--- src/rtl/plca_segment_collision_monitor_if.sv ---
// Bundles the segment activity inputs and the collision monitor results.
// master drives tx_activity/stats_clear; slave is the monitor.
interface plca_segment_collision_monitor_if #(
    parameter int NODES = 16,
    parameter int CNT_W = 16
);
    logic [NODES-1:0] tx_activity;
    logic             stats_clear;
    logic             collision;
    logic [4:0]       active_count;
    logic [1:0]       seg_state;
    logic [CNT_W-1:0] col_event_count;
    logic [CNT_W-1:0] col_cycles_max;
    logic [NODES-1:0] col_nodes;

    modport master (
        output tx_activity, stats_clear,
        input  collision, active_count, seg_state,
               col_event_count, col_cycles_max, col_nodes
    );

    modport slave (
        input  tx_activity, stats_clear,
        output collision, active_count, seg_state,
               col_event_count, col_cycles_max, col_nodes
    );
endinterface

--- src/rtl/plca_segment_collision_monitor.sv ---
// Registered collision detector for the shared 10BASE-T1S segment, with hold extension.
// Define PLCA_COL_STATS_EN to build the event statistics; otherwise they read 0.
module plca_segment_collision_monitor #(
    parameter int NODES    = 16,
    parameter int COL_HOLD = 4,
    parameter int CNT_W    = 16
) (
    input logic clk,
    input logic reset_n,
    plca_segment_collision_monitor_if.slave bus
);

    typedef enum logic [1:0] {
        S_IDLE   = 2'd0,
        S_SINGLE = 2'd1,
        S_COL    = 2'd2,
        S_HOLD   = 2'd3
    } seg_state_e;

    localparam logic [7:0] HOLD_INIT = 8'(COL_HOLD);

    seg_state_e state, state_nxt;
    logic [4:0] n;
    logic [4:0] active_q;
    logic [7:0] hold_cnt;
    logic       multi;
    logic       evt_start;
    logic       reenter;
    logic       hold_load;

    // Full-width population count so 16 active nodes never wraps to 0.
    always_comb begin
        n = '0;
        for (int i = 0; i < NODES; i++) n = n + 5'(bus.tx_activity[i]);
    end

    assign multi = (n > 5'd1);

    always_comb begin
        state_nxt = state;
        evt_start = 1'b0;
        reenter   = 1'b0;
        hold_load = 1'b0;
        case (state)
            S_IDLE, S_SINGLE: begin
                if (multi) begin
                    state_nxt = S_COL;
                    evt_start = 1'b1;
                end else begin
                    state_nxt = (n == 5'd0) ? S_IDLE : S_SINGLE;
                end
            end
            S_COL: begin
                if (multi)                state_nxt = S_COL;
                else if (COL_HOLD == 0)   state_nxt = (n == 5'd0) ? S_IDLE : S_SINGLE;
                else begin
                    state_nxt = S_HOLD;
                    hold_load = 1'b1;
                end
            end
            S_HOLD: begin
                if (multi) begin
                    state_nxt = S_COL;
                    reenter   = 1'b1;
                end else if (hold_cnt == 8'd1) begin
                    state_nxt = (n == 5'd0) ? S_IDLE : S_SINGLE;
                end
            end
            default: state_nxt = S_IDLE;
        endcase
    end

    always_ff @(posedge clk or negedge reset_n) begin
        if (!reset_n) begin
            state    <= S_IDLE;
            active_q <= '0;
            hold_cnt <= '0;
        end else begin
            state    <= state_nxt;
            active_q <= n;
            if (hold_load)                               hold_cnt <= HOLD_INIT;
            else if (state == S_HOLD && hold_cnt != 8'd0) hold_cnt <= hold_cnt - 8'd1;
        end
    end

    assign bus.collision    = (state == S_COL) || (state == S_HOLD);
    assign bus.active_count = active_q;
    assign bus.seg_state    = state;

`ifdef PLCA_COL_STATS_EN
    logic [CNT_W-1:0] run_cnt, run_nxt;
    logic [CNT_W-1:0] evt_cnt;
    logic [CNT_W-1:0] max_q;
    logic [NODES-1:0] nodes_q;
    logic             in_overlap;

    assign in_overlap = (state == S_COL) && multi;

    always_comb begin
        run_nxt = run_cnt;
        if (evt_start || reenter)  run_nxt = CNT_W'(1);
        else if (in_overlap)       run_nxt = (run_cnt == '1) ? run_cnt : run_cnt + 1'b1;
    end

    // An event start beats a coincident clear; clear beats ongoing accumulation.
    always_ff @(posedge clk or negedge reset_n) begin
        if (!reset_n) begin
            run_cnt <= '0;
            evt_cnt <= '0;
            max_q   <= '0;
            nodes_q <= '0;
        end else begin
            run_cnt <= run_nxt;
            if (evt_start) begin
                evt_cnt <= bus.stats_clear ? CNT_W'(1)
                         : ((evt_cnt == '1) ? evt_cnt : evt_cnt + 1'b1);
                nodes_q <= bus.tx_activity;
                max_q   <= (bus.stats_clear || run_nxt > max_q) ? run_nxt : max_q;
            end else if (bus.stats_clear) begin
                evt_cnt <= '0;
                max_q   <= '0;
                nodes_q <= '0;
            end else if (in_overlap || reenter) begin
                nodes_q <= nodes_q | bus.tx_activity;
                max_q   <= (run_nxt > max_q) ? run_nxt : max_q;
            end
        end
    end

    assign bus.col_event_count = evt_cnt;
    assign bus.col_cycles_max  = max_q;
    assign bus.col_nodes       = nodes_q;
`else
    logic unused_stats_clear;
    assign unused_stats_clear  = bus.stats_clear;
    assign bus.col_event_count = '0;
    assign bus.col_cycles_max  = '0;
    assign bus.col_nodes       = '0;
`endif

endmodule

--- src/flat_wrapper.sv ---
// flat-port wrapper written by rule: the top's interface ports become plain ports
module plca_segment_collision_monitor_flat 
#(
    parameter int NODES    = 16,
    parameter int COL_HOLD = 4,
    parameter int CNT_W    = 16
)
  (clk, reset_n, bus_tx_activity, bus_stats_clear, bus_collision, bus_active_count, bus_seg_state, bus_col_event_count, bus_col_cycles_max, bus_col_nodes);
  plca_segment_collision_monitor_if #(.NODES(NODES), .CNT_W(CNT_W)) bus_i ();
  input logic clk;
  input logic reset_n;
  input wire logic [$bits(bus_i.tx_activity)-1:0] bus_tx_activity;
  input wire logic [$bits(bus_i.stats_clear)-1:0] bus_stats_clear;
  output wire logic [$bits(bus_i.collision)-1:0] bus_collision;
  output wire logic [$bits(bus_i.active_count)-1:0] bus_active_count;
  output wire logic [$bits(bus_i.seg_state)-1:0] bus_seg_state;
  output wire logic [$bits(bus_i.col_event_count)-1:0] bus_col_event_count;
  output wire logic [$bits(bus_i.col_cycles_max)-1:0] bus_col_cycles_max;
  output wire logic [$bits(bus_i.col_nodes)-1:0] bus_col_nodes;
  assign bus_i.tx_activity = bus_tx_activity;
  assign bus_i.stats_clear = bus_stats_clear;
  assign bus_collision = bus_i.collision;
  assign bus_active_count = bus_i.active_count;
  assign bus_seg_state = bus_i.seg_state;
  assign bus_col_event_count = bus_i.col_event_count;
  assign bus_col_cycles_max = bus_i.col_cycles_max;
  assign bus_col_nodes = bus_i.col_nodes;
  plca_segment_collision_monitor #(.NODES(NODES), .COL_HOLD(COL_HOLD), .CNT_W(CNT_W)) u_core (.clk(clk), .reset_n(reset_n), .bus(bus_i));
endmodule
--- config.mk ---
export PLATFORM = sky130hd
export DESIGN_NAME = plca_segment_collision_monitor_flat
export DESIGN_NICKNAME = d
export VERILOG_FILES = /design/src/rtl/plca_segment_collision_monitor_if.sv /design/src/rtl/plca_segment_collision_monitor.sv /design/src/flat_wrapper.sv
export SDC_FILE = /design/constraint.sdc
export NUM_CORES = 1
export LEC_CHECK = 0
export BUFFER_PORTS_ARGS = -buffer_cell sky130_fd_sc_hd__buf_2
export CORE_AREA = 5 5 67 69
export DETAILED_ROUTE_END_ITERATION = 6
export DIE_AREA = 0 0 72 74
export PLACE_DENSITY = 0.72
export REMOVE_ABC_BUFFERS = 1
export SYNTH_ARGS = -nofsm -noshare
export SYNTH_HDL_FRONTEND = slang
export SYNTH_SLANG_ARGS = --single-unit
--- constraint.sdc ---
create_clock -name clk -period 1.5 [get_ports clk]
set_input_delay 0.3 -clock clk [delete_from_list [all_inputs] [get_ports clk]]
set_output_delay 0.3 -clock clk [all_outputs]
set_load 0.03 [all_outputs]
==> Word level (Yosys, flattened, before mapping) <==
Index checks and enable logic that the tools add are counted.
{ "totals": {"ff_bits": 15, "input_bits": 19, "output_inout_bits": 56, "word_cells": 42} }
{ "op_classes": {"addsub": 16, "n_lt_le_gt_ge": 1, "n_eq_ne": 5, "muxes": 10, "reduce_logical": 7} }
{ "ops": {"columns": ["cell", "count"], "rows": [
  ["$add 5x1->5", 14],
  ["$mux 8", 2],
  ["$eq 8x1->1 const B", 1],
  ["$reduce_bool 8->1", 1],
  ["$sub 8x1->8 const B", 1],
  ["$mux 2", 3],
  ["$pmux 2 s3", 1],
  ["$gt 5x1->1 const B", 1],
  ["$logic_not 5->1", 1],
  ["$eq 2x2->1 const B", 2],
  ["$mux 1", 4],
  ["$ne 3x1->1 const B", 1],
  ["$add 1x1->2", 1],
  ["$eq 2x1->1 const B", 1],
  ["$logic_not 2->1", 1],
  ["$reduce_bool 2->1", 1],
  ["$reduce_or 2->1", 1],
  ["$logic_and 1x1->1", 1],
  ["$logic_or 1x1->1", 1]
]} }

==> Depth between registers and ports, before layout <==
{ "logic_depth": {"depth_word": 20, "mapped_depth": 15, "mapped_depth_nobuf": 15} }

==> Worst setup path after synthesis <==
No wires, ideal clock.
{ "synth_path": {"path_type": "input port to flip-flop", "startpoint": "input bus_tx_activity[0]", "endpoint": "register u_core.hold_cnt[2]", "setup_ps": 79, "arrival_time_ps": 4543, "required_ps": 1421, "setup_slack_ps": -3122, "path_stages": 15, "n_path_buf": 0, "cell_sequence": "ha_1 > inv_1 > fa_1 > inv_1 > fa_1 > fa_1 > inv_1 > fa_1 > inv_1 > fa_1 > fa_1 > a211o_1 > a2111oi_2 > a21boi_4 > a2bb2oi_1"} }
{ "synth_via": {"elab_chain_cells": 19, "elab_cells_between_ends": 20, "classes_between": "add/sub (15); order compare (1); mux (3); reduce/logical (1)"} }
{ "synth_lines": {"columns": ["item", "line", "source"], "rows": [
  ["start, declared", "flat_wrapper.sv:12", "input wire logic [$bits(bus_i.tx_activity)-1:0] bus_tx_activity;"],
  ["$add 1x1->2 *", "plca_segment_collision_monitor.sv:34", "for (int i = 0; i < NODES; i++) n = n + 5'(bus.tx_activity[i]);"],
  ["$add 5x1->5 * (14 in series)", "plca_segment_collision_monitor.sv:34", null],
  ["$gt 5x1->1 *", "plca_segment_collision_monitor.sv:37", "assign multi = (n > 5'd1);"],
  ["$mux 1 *", "plca_segment_collision_monitor.sv:54", "if (multi) state_nxt = S_COL;"],
  ["$mux 1 *", "plca_segment_collision_monitor.sv:44", "case (state)"],
  ["$mux 8 or $reduce_bool 2->1 (tied branches)", null, null],
  ["end signal, assigned", "plca_segment_collision_monitor.sv:82", "else if (state == S_HOLD && hold_cnt != 8'd0) hold_cnt <= hold_cnt - 8'd1;"],
  ["end, declared", "plca_segment_collision_monitor.sv:25", "logic [7:0] hold_cnt;"]
]} }
Every way passes the cells marked *; elsewhere a longest branch is shown, timed or not.
A chain may end at the register's enable or synchronous reset.

==> Worst setup path after layout <==
{ "layout_path": {"startpoint": "input bus_tx_activity[1]", "endpoint": "register u_core.hold_cnt[3]"} }
The elaborated chain is that of the path after synthesis.

==> metrics.txt <==
status=complete, but fails checks; failing checks=setup timing; via count=1,110; Crit path required time=1.62 ns; LEAKAGE=0.9743 nW; GRT Util Overall=10.64%; ANT nets after route=0; sequential element share of the synthesized area=24.75%; port buffer count=25; Synth top cells by count=buf_4 (48), inv_1 (24), dfrtp_1 (15); die width=72 um; FMAX=229.3 MHz; Vias/cell=4.237; max_cap viols=0; Rows=23; Syn Std Cell Area=1516 sq um; YS warnings=0; end-of-flow core utilization=46.72%; largest net degree at the start of global routing=16; Post-synth EDFFs=0; Synth Instances=162; Post-synth top flop=dfrtp_1; grt total ovfl=0; router iterations before antenna repair=4; Worst-path clk slew=0.06 ns; Hold Path Class=in -> reg; hold depth=2; final hold vios=0; RSZ-0062 raised after global routing=yes; period utilisation layout=290.8%; placed cells=254; Top Metal Used=met4; drt first-iter violations=59; Routability Congestion=0.7794; initial antenna violation count=0; WL met1=1031 um; crit path kind=in -> reg; die height=74 um; Post-layout nets=249; Slew Viols, Final=0; synthesized flop and latch total=15; min setup slack post-route=-2.862 ns; htree depth=1; final wirelength=2827 um; met3 wire length=224 um; Ports=75; Met2 Wirelength=1525 um; DRC Markers=0; share of the synthesized area in the top cell type=24.75%; post-route minimum period=4.362 ns; first-pass GRT wire length=4498 um; vias in the first global route=1,135; Detailed Place HPWL=2360 um; initial core utilization=39.33%; CP Max Fanout=5; largest area contributor in the netlist=dfrtp_1; Worst IR Drop VDD=0.0007272 V; Non-Filler Instances=262; TritonCTS Buffers=3; CP Launch Type=input pin; worst skew pair latency=0.25 ns; clk root buf=clkbuf_8; Worst Reg-to-Reg Cells=6; critical path endpoint category=register; Final Skew=0.003170 ns; final setup fails=15; Die ar.=5328 sq um; synth unique cells=40; Area Growth Syn to Fin=18.81%; Num Clock Sinks=15; Synth area leaders=dfrtp_1 (25%), buf_4 (24%), fa_1 (13%), inv_1 (5.9%), ha_1 (5.8%); antenna cell count=0; most common cell in the netlist=buf_4; share of layout cells above drive strength 1=30.66%; core box area=3856 sq um; CTS max path bufs=2; drt wl/cell=10.79 um; power density cells=1950 nW/um^2; CTS tree=yes; Critical Path AT=4.48 ns; asr flop ratio synth=100.0%; Mean Syn Cell Area=9.361 sq um
==> final timing paths <==
kind | to | start | slack (ns)
worst max-delay path | u_core.hold_cnt[3]$_DFFE_PN0P_ | bus_tx_activity[1] | -2.86
worst min-delay path | u_core.bus.active_count[0]$_DFF_PN0_ | bus_tx_activity[5] | 0.38
worst max register to register | u_core.bus.seg_state[0]$_DFFE_PN0P_ | u_core.hold_cnt[5]$_DFFE_PN0P_ | -0.12
worst min register to register | u_core.hold_cnt[3]$_DFFE_PN0P_ | u_core.hold_cnt[3]$_DFFE_PN0P_ | 0.58
max in group asynchronous | u_core.hold_cnt[3]$_DFFE_PN0P_ | reset_n | 0.76
min in group asynchronous | u_core.hold_cnt[0]$_DFFE_PN0P_ | reset_n | 0.48
==> placed cells by master (no fill, tap or decap), types with 2 or more instances in the layout <==
cell / n
nand2_1: 7
ha_1: 6
conb_1: 48
and4_1: 2
dfrtp_1: 15
nand3_1: 2
buf_2: 23
o311ai_1: 2
buf_6: 4
a311oi_1: 2
xor2_1: 3
buf_4: 20
fa_1: 8
fa_2: 2
inv_1: 22
a21oi_2: 2
nor2_1: 8
o21ai_0: 3
inv_2: 2
clkbuf_8: 3
==> flip-flops by register name, indices dropped and copies added (netlist names) <==
name	flops
u_core.bus.seg_state	2
u_core.bus.active_count	5
u_core.hold_cnt	8
==> layout make-up <==
type                            count  area [sq um]
Multi-Input combinational cell    120         888.4
Sequential cell                    15         375.4
Inverter                           24         90.09
Fill cell                         410          2054
Timing Repair Buffer               49         340.3
Clock buffer                        4         45.04
Tap cell                           50         62.56
==> timing repair <==
action / in CTS / in global routing
setup endpoints to repair: 15 / 15
gates cloned: 0 / 0
endpoints found under the hold margin: 15 / 0
pin swaps: 6 / 1
hold buffers: 1 / 0
setup buffers: 2 / 1
gates resized for setup: 12 / 0
==> stage by stage <==
step           TNS (ns)  instance area (sq um)  power, mW  hold slack (ns)  worst slack [ns]
2_1_floorplan    -40.39                   1325      2.113         0.004409            -3.122
3_3_place_gp     -43.13                   1663      2.881           0.2258            -3.258
3_5_place_dp     -44.27                   1663      2.927           0.2259            -3.359
4_1_cts          -38.38                   1782      3.426           0.3803            -2.876
5_1_grt          -40.10                   1802      3.811           0.3996            -2.976
6_report         -38.38                   1802      3.513           0.3787            -2.862
==> routing by layer <==
layer | global-route usage, % | vias to the layer above
li1 | - | 537
met2 | 20.00 | 50
met5 | 0 | -
met1 | 11.77 | 518
met4 | 4.384 | 0
met3 | 2.027 | 5
==> critical path, stage by stage <==
cell and delay (ns):
buf_6 0.10, ha_4 0.25, inv_2 0.03, fa_1 0.49
inv_2 0.04, fa_1 0.50, fa_1 0.52, inv_1 0.05
fa_1 0.47, inv_1 0.05, fa_2 0.34, fa_2 0.35
a211o_1 0.27, a2111oi_2 0.31, a21boi_4 0.27, buf_12 0.13
a21oi_2 0.03
==> logic make-up (layout without fill, tap and decap cells) <==
family	after synthesis	in the layout	share of synthesized area [%]
simple gates	29	29	11.06
xor+xnor	4	4	2.311
flops	15	15	24.75
mux	1	1	0.6601
other cells	1	48	0.2473
compound gates	21	21	11.80
fa+ha+maj	17	17	18.98
buf+inv	74	77	30.20
==> power breakdown <==
| part | switching (mW) | internal [mW] |
|---|---|---|
| Clock | 0.136 | 0.188 |
| Sequential | 0.0707 | 0.564 |
| Combinational | 1.32 | 1.23 |
(Power assumes the default switching activity.)
